File: src/rtl/channelizer2.sv
// Avalon-ST sink that reassembles SOP/EOP word pairs into a parallel channel pair.
// Malformed framing is discarded and tallied in a saturating error counter.
module channelizer2 #(
  parameter int unsigned WIDTH = 24,
  parameter int unsigned ERR_W = 16
) (
  input  logic             clk,
  input  logic             rst_n,
  input  logic [WIDTH-1:0] in_data,
  input  logic             in_valid,
  input  logic             in_sop,
  input  logic             in_eop,
  output logic             in_ready,
  output logic [WIDTH-1:0] out_data_1,
  output logic [WIDTH-1:0] out_data_2,
  output logic             out_valid,
  input  logic             out_ready,
  input  logic             err_clr,
  output logic [ERR_W-1:0] err_count,
  output logic             err_flag
);

  typedef enum logic [1:0] {IDLE, CH2, HOLD, DROP} state_t;

  state_t state;
  logic   acc;
  logic   sop_only;
  logic   eop_only;
  logic   err_hit;

  // Only a held pair that downstream has not taken can stall the sink
  always_comb begin
    in_ready = 1'b1;
    if (state == HOLD) in_ready = out_ready;
  end

  assign acc      = in_valid && in_ready;
  assign sop_only = in_sop && !in_eop;
  assign eop_only = in_eop && !in_sop;

  // Framing error decode; HOLD with a handshake behaves like IDLE
  always_comb begin
    err_hit = 1'b0;
    case (state)
      IDLE:    err_hit = acc && !sop_only;
      HOLD:    err_hit = acc && !sop_only;
      CH2:     err_hit = acc && !eop_only;
      default: err_hit = 1'b0;
    endcase
  end

  always_ff @(posedge clk) begin
    if (!rst_n) begin
      state      <= IDLE;
      out_data_1 <= '0;
      out_data_2 <= '0;
      out_valid  <= 1'b0;
    end else begin
      case (state)
        IDLE: begin
          if (acc && sop_only) begin
            out_data_1 <= in_data;
            state      <= CH2;
          end
        end
        HOLD: begin
          if (out_ready) begin
            out_valid <= 1'b0;
            state     <= IDLE;
            if (acc && sop_only) begin
              out_data_1 <= in_data;
              state      <= CH2;
            end
          end
        end
        CH2: begin
          if (acc) begin
            if (eop_only) begin
              out_data_2 <= in_data;
              out_valid  <= 1'b1;
              state      <= HOLD;
            end else if (sop_only) begin
              out_data_1 <= in_data;
            end else if (in_sop) begin
              state <= IDLE;
            end else begin
              state <= DROP;
            end
          end
        end
        DROP: begin
          if (acc) begin
            if (sop_only) begin
              out_data_1 <= in_data;
              state      <= CH2;
            end else if (in_eop) begin
              state <= IDLE;
            end
          end
        end
        default: state <= IDLE;
      endcase
    end
  end

  // Clear wins over a same-cycle error; the counter sticks at all-ones
  always_ff @(posedge clk) begin
    if (!rst_n) begin
      err_count <= '0;
      err_flag  <= 1'b0;
    end else if (err_clr) begin
      err_count <= '0;
      err_flag  <= 1'b0;
    end else if (err_hit) begin
      err_flag <= 1'b1;
      if (err_count != {ERR_W{1'b1}}) err_count <= err_count + ERR_W'(1);
    end
  end

endmodule

File: config.mk
export PLATFORM = sky130hd
export DESIGN_NAME = channelizer2
export DESIGN_NICKNAME = d
export VERILOG_FILES = /design/src/rtl/channelizer2.sv
export SDC_FILE = /design/constraint.sdc
export NUM_CORES = 1
export LEC_CHECK = 0
export BUFFER_PORTS_ARGS = -buffer_cell sky130_fd_sc_hd__buf_4
export CAP_MARGIN = 20
export CELL_PAD_IN_SITES_DETAIL_PLACEMENT = 1
export CELL_PAD_IN_SITES_GLOBAL_PLACEMENT = 1
export CORE_ASPECT_RATIO = 1.5
export CORE_MARGIN = 3
export CORE_UTILIZATION = 36
export CTS_CLUSTER_SIZE = 20
export DETAILED_ROUTE_END_ITERATION = 6
export GPL_TIMING_DRIVEN = 0
export HOLD_SLACK_MARGIN = 0.02
export MAX_ROUTING_LAYER = met4
export PLACE_DENSITY_LB_ADDON = 0.12
export REMOVE_ABC_BUFFERS = 1
export SLEW_MARGIN = 20
export SYNTH_ARGS = -nofsm -noshare
export SYNTH_HDL_FRONTEND = slang
export SYNTH_SLANG_ARGS = --single-unit
File: constraint.sdc
create_clock -name clk -period 2.7 [get_ports clk]
set_clock_uncertainty 0.15 [all_clocks]
set_input_delay 0.27 -clock clk [delete_from_list [all_inputs] [get_ports clk]]
set_output_delay 0.27 -clock clk [all_outputs]
set_load 0.1 [all_outputs]
* Word-level counts from Yosys, hierarchy flattened
Index checks and enable logic that the tools add are counted. W data, S select, Z words.
Storage, ports and cells: register bits 68
Cells by class: add/subtract/negate cells 1, eq/ne operators 12, mux-type cells 24, bitwise operators 1, reductions and logical operators 19
Operators by type and width (count):
- $mux W24 | 6
- $pmux W24 S4 | 1
- $mux W2 | 9
- $add A16 B1 Y16 const B | 1
- $ne A16 B16 Y1 const B | 1
- $ne A2 B2 Y1 const B | 6
- $pmux W2 S4 | 1
- $reduce_and A4 Y1 | 2
- $logic_and A1 B1 Y1 | 6
- $ne A3 B3 Y1 const B | 2
- $reduce_and A6 Y1 | 1
- $mux W1 | 5
- $eq A2 B2 Y1 const B | 2
- $logic_not A1 Y1 | 4
- $pmux W1 S2 | 2
- $reduce_or A2 Y1 | 2
- $reduce_and A3 Y1 | 1
- $eq A2 B1 Y1 const B | 1
- $logic_not A2 Y1 | 1
- $reduce_and A2 Y1 | 1
- $reduce_bool A2 Y1 | 1
- $not A1 Y1 | 1

* Logic depth before layout (Yosys ltp)
depth in word-level cells 7, depth in mapped cells 7

* Worst setup path before layout
Ideal clock, no wire load.
kind register to register, start point reg err_count[0], end point reg err_count[2], arrival time 2.432 ns, data required time 2.426 ns, slack -0.006 ns, cell stages (with the launch flop) 7, buffers on the path 0, path through dfxtp_1 -> ha_1 -> nand3_1 -> or4_4 -> o211ai_2 -> xor2_1 -> nor2_1
Between the ends: longest elaborated chain between the ends 2
RTL lines:
- from (decl) | line 19 | output logic [ERR_W-1:0] err_count,
- from (signal assigned) | line 116 | if (err_count != {ERR_W{1'b1}}) err_count <= err_count + ERR_W'(1);
- parallel branches: the longest is 2 deep, another holds $add A16 B1 Y16
Several ways; the timed one is not identified. A chain may end at the register's enable or synchronous reset.

* Worst setup path in the final report
start point reg err_count[0], end point reg err_count[0]
Same word-level chain as after synthesis.

==> results.md <==
- Avg Synthesized Cell Area: 8.67 µm²
- Port buffer count: 97
- Unrepaired setup endpoints after global routing: no
- ANT nets after route: 0
- Yosys Warn Count: 0
- GR Overflow Total: 0
- Max cap viols: 0
- Longest Clk Path Bufs: 2
- Placed cell count: approximately 510
- Worst path arrival time: approximately 2.3 ns
- Diodes inserted: 0
- CTS clock-pin slew for the worst setup and hold paths: about 0.070 ns
- Startpoint Class: register
- Setup WS post-layout: 0.501 ns
- IO Pins: 98
- Die area: about 8900 µm²
- Routed Wire Length: between 8000 and 9000 µm
- Power density over the cells: ~530 nW/µm²
- Place WS: approximately 0.53 ns
- Area Growth Syn to Fin: 42.7%
- Die H: approximately 110 µm
- Core region area: between 7000 and 8000 µm²
- Vias: approximately 2,700
- Clock sink total: just under 70
- CTS HTree Levels: 3
- Seq/Total Area, Yosys: 0.483
- Met2 routed WL: about 4500 µm
- Crit Path Category: register to register
- Most used DFF post-synth: dfxtp_1
- Synth area leaders: dfxtp_1 (48%), nand2_1 (13%), a21boi_1 (11%)
- Fin util: 0.542
- Tightest Hold Check Type: input port to register
- Final setup viols: 0
- GPL Wtd Cong: between 0.8 and 0.9
- Metal3 WL: 349 µm
- Overall die width: slightly below 80 µm
- Setup tns final: 0 ns
- Cell area after layout: around 4000 µm²
- Status: complete, no violations
- Post-synthesis cell count: 325
- Most numerous cell in the Yosys netlist: nand2_1
- Critical path required time: about 2.8 ns
- Final hold viol count: 0
- Final Cycle Share: 0.815
- DRC violations left: 0
- Share of cells above drive strength 1: 0.282
- FP Rows: 38
- Total CTS buffers: 9
- Met1 Wirelength: approximately 3300 µm
- Post-synth EDFFs: 0
- DRT Pass-1 Iters: 4
- Dpl hpwl: around 5700 µm
- Post-Layout Cell Count: approximately 540
- Multi-input logic area: ~1400 µm²
- F_max: between 400 and 500 MHz
- Clk_lat worst skew: 0.34 ns
- Final min period: around 2.2 ns
- Largest area contributor in the synthesized netlist: dfxtp_1
- First-pass GRT wire length: 13,700 µm
- Slew @ Worst Pin: around 1.0 ns
- Layout Nets: 470
- Maximum VDD drop: 0.282 mV
- Initial antenna violation count: 0
- Post-DP Area: ~3600 µm²
- Root buffer cell: clkbuf_8
- Highest routed metal layer: met4
- Register bit total from synthesis: between 60 and 70
- Slew Viols, Final: 0
- List of most frequent post-synthesis cells: nand2_1 (101), dfxtp_1 (68), a21boi_1 (40)
- Cell variety after synth: 42
- DR vias/cell: 4.97
- CTS tree: yes
- CP max FO: 6
- Post-Syn Area: 2820 µm²
- Reg area: roughly 1400 µm²
- Synth top area share: 0.483
- Iteration-0 DRC Markers: between 100 and 150
- Post-synthesis async set-or-reset flop share: 0
- Largest net degree at the start of global routing: 53
- Overall global routing resource usage: 0.203
- Drt wl/cell: 15.5 µm
- Vias in the first global route: roughly 2,800
- Reported leakage power: approximately 1.6 nW
- Relative slew slack: 0.318
- Initial Utilization: 0.380
- FILL cells: 905
- Worst setup EP type: register
==> registers in the layout, indices dropped and copies added (netlist names) <==
name	flops
out_valid	1
state	2
out_data_1	24
err_count	16
out_data_2	24
err_flag	1
==> where the power goes <==
| group | internal (mW) | switching (mW) |
|---|---|---|
| logic | 0.0960 | 0.192 |
| registers | 1.02 | 0.0113 |
| clock network | 0.461 | 0.359 |
| total | 1.58 | 0.562 |
==> final cells by class <==
class / count / area share
clock buffer: 16 / 0.0498
inverter: 3 / 0.00280
sequential: 68 / 0.339
timing repair buffer: 119 / 0.237
multi-input combinational: 237 / 0.341
tap: 100 / 0.0311
==> what timing repair did <==
item	CTS	global route
resized for setup	0	0
hold endpoints to repair	28	0
buffers inserted	0	0
hold buffers	20	0
==> path summary, 6_finish.rpt <==
path                                       to                        start  slack, ns  cells past startpoint
setup / recovery    err_count[0]$_SDFFE_PP0P_    err_count[0]$_SDFFE_PP0P_       0.50                      6
hold / removal     out_data_1[2]$_SDFFE_PN0P_                   in_data[2]       0.04                      3
setup reg to reg    err_count[0]$_SDFFE_PP0P_    err_count[0]$_SDFFE_PP0P_       0.50                      6
hold reg to reg   out_data_2[22]$_SDFFE_PN0P_  out_data_2[22]$_SDFFE_PN0P_       0.31                      2
==> kinds of logic after synthesis <==
kind of cell             synth area share
XOR/XNOR                           0.0373
AO/OA/AOI/OAI                       0.174
AND/OR/NAND/NOR                     0.267
buffers and inverters              0.0302
adder cells (fa/ha/maj)           0.00444
flip-flops                          0.483
multiplexers                      0.00355
==> cells in the final DEF (no fill, tap or decap), types with 9 or more instances in the layout <==
master and instances:
xnor2_1 9, nor2_1 18, clkbuf_8 14, buf_4 97, dfxtp_1 68, a21boi_0 10
dlygate4sd3_1 20, nand2_1 101, a21boi_1 40
==> metal layers <==
metal	vias to the layer above	GRT usage
met2	75	0.360
met3	14	0.0425
met5	-	-
met4	0	0.103
li1	1324	-
met1	1285	0.210
==> stage by stage <==
stage                     power, mW  hold slack (ns)
after global routing           2.23           0.0409
final                          2.14           0.0406
after CTS                      2.17           0.0206
after floorplan                1.22            0.253
after global placement         1.32            0.291
after detailed placement       1.32            0.299
==> worst max-delay path, stage by stage (launching register included) <==
cell and delay (ns):
dfxtp_1 0.42, ha_1 0.23, nand3_1 0.16, nor4_2 0.62, a21oi_1 0.23, xnor2_1 0.19, nor2_1 0.05
(Power assumes the default switching activity.)
